[config.mk]
export PLATFORM = sky130hd
export DESIGN_NAME = burst_trigger_controller
export DESIGN_NICKNAME = d
export VERILOG_FILES = /design/src/rtl/burst_trigger_controller.sv
export SDC_FILE = /design/constraint.sdc
export NUM_CORES = 1
export LEC_CHECK = 0
export CELL_PAD_IN_SITES_DETAIL_PLACEMENT = 0
export CELL_PAD_IN_SITES_GLOBAL_PLACEMENT = 1
export CORE_ASPECT_RATIO = 1.75
export CORE_MARGIN = 4
export CORE_UTILIZATION = 41
export CTS_CLUSTER_SIZE = 16
export DETAILED_ROUTE_END_ITERATION = 10
export PLACE_DENSITY_LB_ADDON = 0.1
export SYNTH_ARGS = -nofsm -noshare
export SYNTH_HDL_FRONTEND = slang
export SYNTH_SLANG_ARGS = --single-unit
[constraint.sdc]
create_clock -name clk -period 3.5 [get_ports clk]
set_clock_uncertainty 0.1 [all_clocks]
set_input_delay 0.35 -clock clk [delete_from_list [all_inputs] [get_ports clk]]
set_output_delay 0.35 -clock clk [all_outputs]
set_load 0.1 [all_outputs]
[src/rtl/burst_trigger_controller.sv]
// burst_trigger_controller
//
// Trigger-driven burst sequencer sitting between the trigger source and the
// NCO phase accumulator.
//
// With enable=1, an accepted trigger goes through four states:
//   1. Wait trig_delay clocks.
//   2. Pulse nco_clear.
//   3. Run the NCO for the captured number of waveform periods, counting a
//      period at each 1->0 transition of phase_msb.
//   4. Close the gate and refuse triggers for max(holdoff,1) clocks.
// With enable=0 the NCO free-runs and the DAC gate is open.
//
// Ports
//   clk, rst      : clock; asynchronous active-high reset
//   enable        : 1 = burst mode, 0 = free-run passthrough
//   trig          : single-cycle trigger pulse
//   burst_cycles  : periods per burst (0 behaves as 1), captured at trigger
//   trig_delay    : clocks from trigger to burst start, captured at trigger
//   holdoff       : clocks of trigger refusal after a burst, captured at trigger
//   phase_msb     : bit 31 of the NCO phase accumulator
//   nco_run       : accumulator advance enable
//   nco_clear     : one-cycle accumulator clear at burst start
//   out_gate      : 1 = DAC shows waveform, 0 = DAC held at mid-scale
//   busy          : high while a burst is pending, running or holding off
//   periods_done  : completed periods of the current/last burst
//   trig_missed   : one-cycle pulse after a refused trigger
//   dbg_state     : current FSM state (0 idle, 1 delay, 2 burst, 3 hold)
//
// Trigger handshake: trig is a one-cycle request with no ready signal. It is
// accepted only when the FSM is idle and enable=1. A trigger in any other
// enabled state is dropped, and trig_missed reports the drop on the
// following cycle.
//
// All outputs are registered. Each output is computed from the transition
// being taken, so an output reflects the new state in the same cycle that the
// state register does.

module burst_trigger_controller #(
  parameter int CNT_W = 16,
  parameter int DLY_W = 24
) (
  input  logic             clk,
  input  logic             rst,
  input  logic             enable,
  input  logic             trig,
  input  logic [CNT_W-1:0] burst_cycles,
  input  logic [DLY_W-1:0] trig_delay,
  input  logic [DLY_W-1:0] holdoff,
  input  logic             phase_msb,
  output logic             nco_run,
  output logic             nco_clear,
  output logic             out_gate,
  output logic             busy,
  output logic [CNT_W-1:0] periods_done,
  output logic             trig_missed,
  output logic [1:0]       dbg_state
);

  localparam logic [1:0] S_IDLE  = 2'd0;
  localparam logic [1:0] S_DELAY = 2'd1;
  localparam logic [1:0] S_BURST = 2'd2;
  localparam logic [1:0] S_HOLD  = 2'd3;

  localparam logic [CNT_W-1:0] CNT_ZERO = '0;
  localparam logic [CNT_W-1:0] CNT_ONE  = CNT_W'(1);
  localparam logic [DLY_W-1:0] DLY_ZERO = '0;
  localparam logic [DLY_W-1:0] DLY_ONE  = DLY_W'(1);

  logic [1:0]       state;
  logic [DLY_W-1:0] dly_cnt;   // shared by the DELAY and HOLD countdowns
  logic [DLY_W-1:0] hold_sh;
  logic [CNT_W-1:0] count_sh;
  logic             msb_d;
  logic             wrap;
  logic [CNT_W-1:0] pd_inc;

  assign wrap      = msb_d & ~phase_msb;
  assign pd_inc    = periods_done + CNT_ONE;
  assign dbg_state = state;

  always_ff @(posedge clk or posedge rst) begin
    if (rst) begin
      state        <= S_IDLE;
      dly_cnt      <= DLY_ZERO;
      hold_sh      <= DLY_ZERO;
      count_sh     <= CNT_ZERO;
      msb_d        <= 1'b0;
      nco_run      <= 1'b0;
      nco_clear    <= 1'b0;
      out_gate     <= 1'b0;
      busy         <= 1'b0;
      periods_done <= CNT_ZERO;
      trig_missed  <= 1'b0;
    end else begin
      nco_clear   <= 1'b0;
      trig_missed <= 1'b0;
      msb_d       <= phase_msb;
      if (!enable) begin
        // Passthrough: any burst in progress is abandoned; periods_done keeps
        // whatever count it had reached.
        state    <= S_IDLE;
        nco_run  <= 1'b1;
        out_gate <= 1'b1;
        busy     <= 1'b0;
      end else begin
        case (state)
          S_IDLE: begin
            nco_run  <= 1'b0;
            out_gate <= 1'b0;
            busy     <= 1'b0;
            if (trig) begin
              count_sh <= (burst_cycles == CNT_ZERO) ? CNT_ONE : burst_cycles;
              hold_sh  <= holdoff;
              busy     <= 1'b1;
              if (trig_delay == DLY_ZERO) begin
                state        <= S_BURST;
                nco_clear    <= 1'b1;
                nco_run      <= 1'b1;
                out_gate     <= 1'b1;
                periods_done <= CNT_ZERO;
                // The accumulator sits at 0 during the clear, so stale history
                // must not produce a wrap on the first burst cycle.
                msb_d        <= 1'b0;
              end else begin
                state   <= S_DELAY;
                dly_cnt <= trig_delay;
              end
            end
          end
          S_DELAY: begin
            trig_missed <= trig;
            if (dly_cnt == DLY_ONE) begin
              state        <= S_BURST;
              nco_clear    <= 1'b1;
              nco_run      <= 1'b1;
              out_gate     <= 1'b1;
              periods_done <= CNT_ZERO;
              msb_d        <= 1'b0;
            end else begin
              dly_cnt <= dly_cnt - DLY_ONE;
            end
          end
          S_BURST: begin
            trig_missed <= trig;
            if (wrap) begin
              periods_done <= pd_inc;
              if (pd_inc == count_sh) begin
                state    <= S_HOLD;
                nco_run  <= 1'b0;
                out_gate <= 1'b0;
                dly_cnt  <= (hold_sh == DLY_ZERO) ? DLY_ONE : hold_sh;
              end
            end
          end
          default: begin  // S_HOLD
            trig_missed <= trig;
            if (dly_cnt == DLY_ONE) begin
              state <= S_IDLE;
              busy  <= 1'b0;
            end else begin
              dly_cnt <= dly_cnt - DLY_ONE;
            end
          end
        endcase
      end
    end
  end

endmodule

Word level (Yosys, flattened, before mapping)
Cells that the tools add are included.

operators by class
  add/sub/neg operators = 2
  multiply operators = 0
  divide/modulo/power cells = 0
  $lt $le $gt $ge = 0
  equal/unequal tests = 19
  shift operators = 0
  mux-type cells = 42
  bitwise operators = 2
  reduce and logical (&&, ||, !) cells = 12

operators by type and width
  kind                                                                      number
  24-bit 2-to-1 mux                                                         6
  16-bit 2-to-1 mux                                                         5
  24-bit logical NOT                                                        2
  16-bit one-hot mux with 3 select lines                                    1
  24-bit one-hot mux with 2 select lines                                    1
  24-bit by 1-bit equality test with 1-bit output (second input constant)   1
  24-bit by 1-bit subtractor with 24-bit output (second input constant)     1
  1-bit 2-to-1 mux                                                          17
  16-bit by 1-bit adder with 16-bit output (second input constant)          1
  16-bit equality test                                                      1
  16-bit logical NOT                                                        1
  2-bit 2-to-1 mux                                                          7
  2-bit inequality test (second input constant)                             7
  3-bit inequality test (second input constant)                             4
  6-bit AND reduction                                                       2
  4-bit by 1-bit inequality test with 1-bit output (second input constant)  2
  3-bit by 1-bit inequality test with 1-bit output (second input constant)  2
  1-bit one-hot mux with 2 select lines                                     3
  2-bit one-hot mux with 3 select lines                                     1
  5-bit AND reduction                                                       1
  4-bit AND reduction                                                       1
  1-bit one-hot mux with 3 select lines                                     1
  3-bit AND reduction                                                       1
  3-bit nonzero test                                                        1
  7 further kinds                                                           7

storage, ports and cells
  register bits after elaboration = 87
  bits in latches = 0
  bits in writable memories = 0
  bits in read-only memories = 0
  memories kept = 0

Logic depth before layout (Yosys ltp)
  word-level depth = 6
  gate-level depth with buffers = 12
  mapped depth without buffers = 9

Worst setup path before layout
No wires, ideal clock.

  path type = reg2reg
  start = register periods_done[0]
  end = register dly_cnt[8]
  library setup time = 0.136 ns
  data arrival time = 3.437 ns
  required time = 3.264 ns
  setup slack = -0.173 ns
  cell stages (with the launch flop) = 12
  buffers on the path = 2
  clock period less this slack = 3.673 ns
  path through = dfrtp_1 -> ha_1 -> nand3_4 -> or4_1 -> xnor2_1 -> nand4_1 -> a2111o_1 -> a21o_1 -> buf_2 -> buf_2 -> nand2_1 -> o21ai_0

on the way
  cells in the longest elaborated chain, start to end = 4

RTL lines
  element                                   RTL line  text
  start, declared                           55        output logic [CNT_W-1:0] periods_done,
  start signal, assigned                    147       periods_done <= pd_inc;
  16-bit by 1-bit adder with 16-bit output  79        assign pd_inc = periods_done + CNT_ONE;
  16-bit equality test                      148       if (pd_inc == count_sh) begin
  2-bit inequality test (no source line)    n/a
  6-bit AND reduction (no source line)      n/a
  end signal, assigned                      141       dly_cnt <= dly_cnt - DLY_ONE;
  end signal, assigned                      152       dly_cnt <= (hold_sh == DLY_ZERO) ? DLY_ONE : hold_sh;
  end signal, assigned                      162       dly_cnt <= dly_cnt - DLY_ONE;
  end, declared                             71        logic [DLY_W-1:0] dly_cnt;

Every way passes these cells.
A chain may end at the register's enable or synchronous reset.

Worst setup path after layout
  start = register periods_done[0]
  end = register dly_cnt[9]

Same word-level chain as after synthesis.

==> flow_metrics.py <==
metrics = {
    "critical_path": {
        "reg2reg_depth": 10,
        "critPathMaxFanout": 48,
        "worst_ep_required_time_ns": 3.62,
        "arrival_ns": 3.35,
        "r2r_end": "dly_cnt[9]$_DFFE_PP0P_",
        "rrSetupSlack_ns": 0.27,
        "crit_end": "dly_cnt[9]$_DFFE_PP0P_",
        "critPathLaunchType": "flip-flop",
        "critPathLaunch": "periods_done[0]$_DFFE_PP0P_",
        "crit_path_end_kind": "flip-flop",
        "critPathKind": "reg2reg",
        "reg2reg_from": "periods_done[0]$_DFFE_PP0P_",
    },
    "pwr": {
        "switching_share_pct": 42.80,
        "power.switching_mw": 2.159,
        "seqPwrFrac_pct": 37.3,
        "vdd_drop_max_uv": 358.8,
        "p_leak_nw": 2.565,
        "comb_power_share_pct": 43.7,
        "p_int_mw": 2.886,
        "pwr-share-clk_pct": 19.0,
        "p_per_area_nw_per_um2": 778.9,
    },
    "logic_synthesis": {
        "synth_edf_count": 0,
        "yosys.area.top_type_share_pct": 42.96,
        "synth_fa_ha_area_share_pct": 1.728,
        "synthCells": 522,
        "synth_cell_type_count": 64,
        "synth_mux_area_share_pct": 9.506,
        "synthFlopType": "dfrtp_1",
        "synth_async_sr_flop_share_pct": 100.0,
        "ys.warnings.count": 0,
        "synth_top_family_by_area": "simple AND/OR/NAND/NOR gates",
        "syn_avg_cell_area_sq_um": 9.708,
        "synth_seq_cells": 87,
        "synth_nets": 598,
        "syn-cell-area_sq_um": 5067,
        "synthXorXnorAreaFrac_pct": 3.975,
        "yosys.area.top_type": "dfrtp_1",
        "ys_seq_area_share_pct": 42.96,
        "synth_compound_area_share_pct": 18.84,
        "synth_area_leaders": "dfrtp_1, mux2_2, o21ai_0",
        "synthSimpleGateAreaFrac_pct": 18.86,
    },
    "final_layout": {
        "utilization_pct": 53.67,
        "antenna_cells": 0,
        "areaGrowthSynthToFinish_pct": 27.83,
        "nNetsFinal": 684,
        "layout_common_cells": "clkdlybuf4s50_1, dfrtp_1, mux2_2",
        "layoutNonFillerInstCount": 778,
        "final_common_cell": "clkdlybuf4s50_1",
        "layout-drive-gt1-share_pct": 16.48,
    },
    "place": {
        "dp_cells": 762,
        "portBuffers": 91,
        "dp_slack_ns": 0.2109,
        "gp_congestion": 0.8703,
        "dp_hpwl_mm": 11.68,
    },
    "routing": {
        "wl_per_cell_microns": 19.75,
        "drcViolationCount": 0,
        "viasPerCell": 5.838,
        "drt_first_pass_iters": 7,
        "detail-route-antenna-nets": 0,
        "finalWirelength_mm": 15.37,
        "first_iter_violations": 308,
        "vias": 4542,
    },
    "global_route": {
        "grt_max_degree": 49,
        "grt_use_met3_pct": 4.257,
        "grt_pass1_vias": 4493,
        "antenna_found_initial": 0,
        "grt_pass1_wl_mm": 24.38,
        "grt.busiest_layer": "met2",
        "use_met1_pct": 24.72,
        "globalRouteOverflowTotal": 0,
        "use_met2_pct": 40.41,
        "grt_use_total_pct": 21.98,
    },
    "cts": {
        "cts_tree": "yes",
        "clock_tree.root_cell": "clkbuf_16",
        "h-tree-depth": 3,
        "cts_buffer_depth": 2,
        "clk_pin_slew_worst_paths_ns": 0.07,
        "postCtsSetupBuffers": 0,
        "clk_latency_ns": 0.34,
        "clock-sinks": 87,
        "cts_buffers": 9,
    },
    "min_path": {
        "hold_class": "in2async",
    },
    "die": {
        "die_h_microns": 155.1,
        "core_area_sq_um": 12070,
        "rows": 53,
        "die_w_microns": 92.04,
        "initial_core_util_pct": 41.99,
        "ios": 92,
        "die_area_sq_um": 14270,
    },
    "timing": {
        "fmax_ghz": 0.3099,
        "hold_viol_final": 0,
        "period_needed_ns": 3.227,
        "timing_max_transition_violations_final": 0,
        "rsz0062_at_grt": "no",
        "setup_ws_ns": 0.2726,
        "setup-tns-final_ns": 0,
        "period_share_pct": 92.21,
        "slew_headroom_pct": 34.65,
        "setup_violations": 0,
        "tightest_slew_ns": 0.9772,
    },
    "flow_run": {
        "maxCapViolCount": 0,
    },
    "run_status": {
        "outcome": "finished, final reports clean",
    },
}
-- per-layer routing --
metal,vias up,share of wire [%]
met5,-,0
met4,0,3.0
met3,26,4.3
met2,137,55
met1,2248,38
li1,2131,-
-- critical path, cell delays in order (launching register included) --
cell and delay, ns:
dfrtp_2 0.45, ha_2 0.27, nand3_4 0.17, or4_1 0.62, xnor2_1 0.20, nand4_1 0.13, a2111o_1 0.46, a21o_1 0.23
buf_12 0.18, o21ai_0 0.20, o21ai_1 0.08
-- worst min-delay path by stage --
stage                                   end  slack (ns)  depth (start not counted)
floorplan              out_gate$_DFFE_PP0P_        0.33                          1
global placement    dly_cnt[13]$_DFFE_PP0P_        0.40                          2
detailed placement  count_sh[0]$_DFFE_PP0P_        0.40                          2
CTS                 dly_cnt[16]$_DFFE_PP0P_        0.34                          2
global route        dly_cnt[16]$_DFFE_PP0P_        0.36                          2
finish              dly_cnt[16]$_DFFE_PP0P_        0.30                          2
-- area by class of cell --
type	instances	area, sq um
repair buffers	107	1044
fillers	1142	5592
clock inverters	5	58.81
flip-flops and latches	87	2186
inverters	14	55.05
clock buffers	11	232.7
multi-input cells	389	2695
well taps	165	206.4
-- power by group through the flow --
stage	Combinational [mW]	Sequential [mW]	Clock [mW]
CTS	2.21	1.88	0.984
global route	2.40	1.93	1.03
floorplan	1.43	1.99	0
global placement	2.17	1.88	0
finish	2.20	1.88	0.959
detailed placement	2.20	1.89	0
-- cells in the mapped netlist (4+ instances only) --
cell      count
nor3_1       18
o31ai_1       4
nor4_1       26
nor2_1       40
dfrtp_1      87
inv_1        13
clkbuf_1     15
or3_1         6
and3_1        4
nand4_1       6
a21oi_1      18
a221oi_1     10
a222oi_1     10
nand3_1      11
xnor2_1      18
nand2b_1      4
ha_1          7
mux2_2       41
a21o_1        7
nor3b_1       4
o21ai_0      40
buf_2        10
xor2_1        5
a31oi_1       5
a22o_1        7
nand2_1      29
o21ai_1      19
-- per-stage QoR --
step	total power, mW	hold WS (ns)	area, sq um
after floorplan	3.416	0.3297	5076
after global placement	4.049	0.3963	6177
after detailed placement	4.093	0.4046	6177
after CTS	5.069	0.3378	6469
after global routing	5.359	0.3638	6477
final	5.045	0.3015	6477
-- logic make-up (layout without fill, tap and decap cells) --
kind of cell,count (synthesis),after routing
compound gates,143,143
simple gates,173,173
buf+inv,46,137
xor+xnor,23,23
mux,43,43
flops,87,87
fa+ha+maj,7,7
-- timing repair --
item                       CTS  global route
gates resized for setup      0             2
hold buffers                 0             0
setup endpoints to repair    0            12
-- state kept, by name, summed over array words and instances, names as in the netlist --
register / cells
dbg_state: 2
trig_missed: 1
out_gate: 1
msb_d: 1
count_sh: 16
periods_done: 16
dly_cnt: 24
busy: 1
nco_clear: 1
hold_sh: 24
Power figures use the tool's default switching activity.
==> edit 1 (config.mk and constraints unchanged) <==
`DLY_W`: 24 -> 28.
--- a/src/rtl/burst_trigger_controller.sv
+++ b/src/rtl/burst_trigger_controller.sv
@@ -40,3 +40,3 @@
   parameter int CNT_W = 16,
-  parameter int DLY_W = 24
+  parameter int DLY_W = 28
 ) (
Ports: changed (resized holdoff and trig_delay); port bits go from 92 to 100. The function was not compared with the original's and may differ.
==> edit 1 against the unedited design <==
Worst setup slack worse by 31 ps; area after synthesis is 9.7% higher; first-iteration DRC count is 18% higher; design area is 11% higher; critical path depth stayed put; power is 17% higher; synthesized cell count is 13% higher; wire length is 26% higher; sequential cell count is 8 higher.
==> edit 1: results (changes against the unedited design) <==
Global routing
The fraction of met3 tracks used by global routing is 3.20% (was 4.26%). The fraction of met1 tracks used by global routing is 27.5% (was 24.7%). The wire length of the first global-routing pass is 29.9 mm (was 24.4 mm). The total global-route track usage was 25.6% (was 22.0%). The maximum number of pins on one net before global-route repair came to 50 (was 49).

Detailed routing
The ratio of routed vias to standard cells is 5.99 (was 5.84). The met3 wire length is 842 µm (was 658 µm). The wire length on met2 was 10.5 mm (was 8.46 mm).

The detailed router's first-iteration violation count is 364 (was 308).

Final layout
The number of nets in the finished design is 775 (was 684). The multi-input combinational cell count is 439 (was 389). The count of buffers not belonging to the clock network in the layout came to 129 (was 107). The flip-flop and latch area is 2380 µm² (was 2190 µm²). The number of standard cells in the final layout excluding fillers is 870 (was 778).

Power and ir drop
The cell-internal power is 3.24 mW (was 2.89 mW). The highest ir drop seen on vdd is 410 µV (was 359 µV).

Yosys
The number of unique standard cell types used by synthesis was 56 (was 64). Most used standard cells in the synthesized netlist: 95 x sky130_fd_sc_hd__dfrtp_1, 53 x sky130_fd_sc_hd__nor2_1, 50 x sky130_fd_sc_hd__o21ai_0, 45 x sky130_fd_sc_hd__mux2_2, 32 x sky130_fd_sc_hd__clkbuf_1 (was 87 x sky130_fd_sc_hd__dfrtp_1, 41 x sky130_fd_sc_hd__mux2_2, 40 x sky130_fd_sc_hd__nor2_1, 40 x sky130_fd_sc_hd__o21ai_0, 29 x sky130_fd_sc_hd__nand2_1). The number of cells produced by synthesis is 589 (was 522). Leading cell types by total area after synthesis: sky130_fd_sc_hd__dfrtp_1 43%, sky130_fd_sc_hd__mux2_2 9.1%, sky130_fd_sc_hd__o21ai_0 4.5%, sky130_fd_sc_hd__o31ai_1 3.8%, sky130_fd_sc_hd__nor2_1 3.6% (was sky130_fd_sc_hd__dfrtp_1 43%, sky130_fd_sc_hd__mux2_2 9.1%, sky130_fd_sc_hd__o21ai_0 4.0%, sky130_fd_sc_hd__nor4_1 3.2%, sky130_fd_sc_hd__xnor2_1 3.1%).

Worst setup path
The arrival time reported for the critical path endpoint was 3430 ps (was 3350 ps). The end of the critical path is dly_cnt[7]$_DFFE_PP0P_ (was dly_cnt[9]$_DFFE_PP0P_). The register-to-register path setup slack is 240 ps (was 270 ps).

Timing
The worst slew slack as a fraction of its limit was 33.9% (was 34.7%).

Place
The number of buffer cells added on primary ports is 99 (was 91). The global placer's final weighted congestion is 0.917 (was 0.870).

Outcome
Outcome: finished, final reports clean (unchanged).
edit 1: power groups by stage:
stage / logic, mW / clock network (mW) / registers [mW]
detailed placement: 2.72 / 0 / 2.12
CTS: 2.73 / 1.10 / 2.10
global route: 2.97 / 1.14 / 2.15
floorplan: 1.70 / 0 / 2.16
finish: 2.73 / 1.07 / 2.10
global placement: 2.69 / 0 / 2.11
edit 1: stage by stage:
step                setup slack [ps]  power (mW)
finish                           241        5.90
floorplan                       22.8        3.86
detailed placement               226        4.83
global placement                 281        4.80
global route                    5.99        6.25
CTS                              186        5.92
edit 1: cell families after synthesis:
group,after synthesis,share of synthesized area [%]
buffers and inverters,55,3.90
XOR/XNOR,18,2.84
AO/OA/AOI/OAI,166,20.7
flip-flops,95,42.8
adder cells (fa/ha/maj),7,1.58
AND/OR/NAND/NOR,201,18.7
multiplexers,47,9.48
==> edit 2 (config.mk and constraints unchanged) <==
Without the edit above. Add an input register stage for `trig_delay`; this delays it by one clock. The other inputs are not delayed to match.
--- a/src/rtl/burst_trigger_controller.sv
+++ b/src/rtl/burst_trigger_controller.sv
@@ -69,2 +69,8 @@
 
+  logic [DLY_W-1:0] trig_delay_q;
+
+  always_ff @(posedge clk) begin
+    trig_delay_q <= trig_delay;
+  end
+
   logic [1:0]       state;
@@ -115,3 +121,3 @@
               busy     <= 1'b1;
-              if (trig_delay == DLY_ZERO) begin
+              if (trig_delay_q == DLY_ZERO) begin
                 state        <= S_BURST;
@@ -126,3 +132,3 @@
                 state   <= S_DELAY;
-                dly_cnt <= trig_delay;
+                dly_cnt <= trig_delay_q;
               end
Check against the original RTL: not equivalent (Yosys sat finds a counterexample within 4 cycles, from zero or initial values and one cycle with rst high).
==> edit 2 against the unedited design <==
Via count rose by 11%; sequential cell count rose by 24; synthesized cell count rose by 11%; critical path depth fell by 2; area after synthesis rose by 13%; first-iteration DRC count fell by 1.3%; core utilization fell by 1.1 points; power rose by 12%; wire length rose by 14%; sequential power rose by 13%; worst setup slack improved by 58 ps; maximum frequency rose by 1.8%; design area rose by 12%; largest power group unchanged.
==> edit 2: results (changes against the unedited design) <==
Power and ir drop
The highest ir drop seen on vdd is 397 µV (was 359 µV).

Final layout
The fraction of layout cells with a size suffix above 1 is 14.6% (was 16.5%). The number of fillers in the final layout was 1277 (was 1142). Largest registers: dly_cnt x24, hold_sh x24, trig_delay_q x24 (was dly_cnt x24, hold_sh x24).

Outcome
Outcome: finished, final reports clean (unchanged).

Detailed routing
The detailed router's first-iteration violation count is 304 (was 308). The total vias in the final route is 5048 (was 4542). The final wirelength was 17.6 mm (was 15.4 mm).

Place
The total placed instance area was 6960 µm² (was 6180 µm²). The global placer's final weighted congestion is 0.964 (was 0.870). The placement-stage worst setup slack is 371 ps (was 211 ps). The sum of net half-perimeters after detailed placement is 13.4 mm (was 11.7 mm).

Global routing
The total global-route track usage is 22.4% (was 22.0%). The fraction of met1 tracks used by global routing came to 23.5% (was 24.7%). The maximum number of pins on one net before global-route repair is 53 (was 49). The met2 capacity usage during global routing is 42.1% (was 40.4%). The via count of the first global-routing pass is 5202 (was 4493). The fraction of met3 tracks used by global routing is 3.38% (was 4.26%). The wire length of the first global-routing pass came to 28.2 mm (was 24.4 mm).

Yosys
The number of warnings printed during yosys synthesis is 0 (unchanged). The async set or reset register ratio after synthesis was 78.4% (was 100%). The share of the yosys chip area belonging to registers is 46.3% (was 43.0%).

Leading cell types by total area after synthesis: sky130_fd_sc_hd__dfrtp_1 38%, sky130_fd_sc_hd__mux2_2 8.4%, sky130_fd_sc_hd__dfxtp_1 8.4%, sky130_fd_sc_hd__o21ai_0 3.2%, sky130_fd_sc_hd__nand2_1 2.9% (was sky130_fd_sc_hd__dfrtp_1 43%, sky130_fd_sc_hd__mux2_2 9.1%, sky130_fd_sc_hd__o21ai_0 4.0%, sky130_fd_sc_hd__nor4_1 3.2%, sky130_fd_sc_hd__xnor2_1 3.1%). The number of unique standard cell types used by synthesis is 63 (was 64). The net count of the mapped netlist is 658 (was 598). Most used standard cells in the synthesized netlist: 87 x sky130_fd_sc_hd__dfrtp_1, 45 x sky130_fd_sc_hd__nand2_1, 43 x sky130_fd_sc_hd__mux2_2, 40 x sky130_fd_sc_hd__nor2_1, 37 x sky130_fd_sc_hd__o21ai_0 (was 87 x sky130_fd_sc_hd__dfrtp_1, 41 x sky130_fd_sc_hd__mux2_2, 40 x sky130_fd_sc_hd__nor2_1, 40 x sky130_fd_sc_hd__o21ai_0, 29 x sky130_fd_sc_hd__nand2_1).

Worst setup path
The arrival time reported for the critical path endpoint came to 3340 ps (was 3350 ps). The maximum fanout along the worst path is 9 (was 48).

Clock tree
The post-cts repair resize count is 0 (unchanged).

Timing
The worst slew slack as a fraction of its limit was 32.6% (was 34.7%).
==> edit 2: cells by family after synthesis <==
kind of cell	count (synthesis)	share of synthesized area, %
xor gates and xnor gates	19	2.90
muxes	49	9.48
adders and majority gates	7	1.53
buffers and inverters	52	3.66
DFF	111	46.3
AOI/OAI and AO/OA	155	19.5
and+or+nand+nor	189	16.6
==> edit 2: path summary, 6_finish.rpt <==
path	from	endpoint	slack, ps	cells after the start
worst max-delay path	periods_done[3]$_DFFE_PP0P_	dly_cnt[0]$_DFFE_PP0P_	330	8
worst min-delay path	rst	dbg_state[0]$_DFFE_PP0P_	310	2
worst max register to register	periods_done[3]$_DFFE_PP0P_	dly_cnt[0]$_DFFE_PP0P_	330	8
worst min register to register	dly_cnt[12]$_DFFE_PP0P_	dly_cnt[12]$_DFFE_PP0P_	400	1
max in group asynchronous	rst	periods_done[6]$_DFFE_PP0P_	2270	3
min in group clk	trig_delay[6]	trig_delay_q[6]$_DFF_P_	330	1
==> edit 2: final cells by class <==
class	instances	area [µm²]	area share [%]
multi-input combinational	419	2880	39.6
sequential	111	2660	36.6
timing repair buffer	117	1130	15.5
clock buffer	10	239	3.28
tap	177	221	3.04
clock inverter	6	82.6	1.13
inverter	16	61.3	0.843
==> edit 2: metrics by stage <==
step / power (mW) / cells
final: 5.63 / 856
after CTS: 5.66 / 856
after global routing: 6.01 / 856
after detailed placement: 4.54 / 840
after floorplan: 3.76 / 582
after global placement: 4.50 / 840
==> edit 2: worst max-delay path: stages (launching register included) <==
cell and delay, ps:
sky130_fd_sc_hd__dfrtp_2 460, sky130_fd_sc_hd__nand3_1 310, sky130_fd_sc_hd__or4_1 710, sky130_fd_sc_hd__mux2_2 330, sky130_fd_sc_hd__o21ai_1 230, sky130_fd_sc_hd__a2111oi_4 110, sky130_fd_sc_hd__o21ai_2 400, sky130_fd_sc_hd__buf_4 250
sky130_fd_sc_hd__mux2i_1 190
==> edit 2: where the power goes <==
group          internal [mW]  switching [mW]  leakage [nW]
logic                   1.00            1.40          1.41
clock network          0.592           0.503         0.154
registers               1.70           0.430          1.27
total                   3.29            2.33          2.83
==> edit 2: metal layers <==
| metal | wire [µm] | part of all wire (%) |
|---|---|---|
| met5 | 0 | 0 |
| met2 | 9610 | 55 |
| met3 | 732 | 4.2 |
| met1 | 6310 | 36 |
| met4 | 906 | 5.2 |
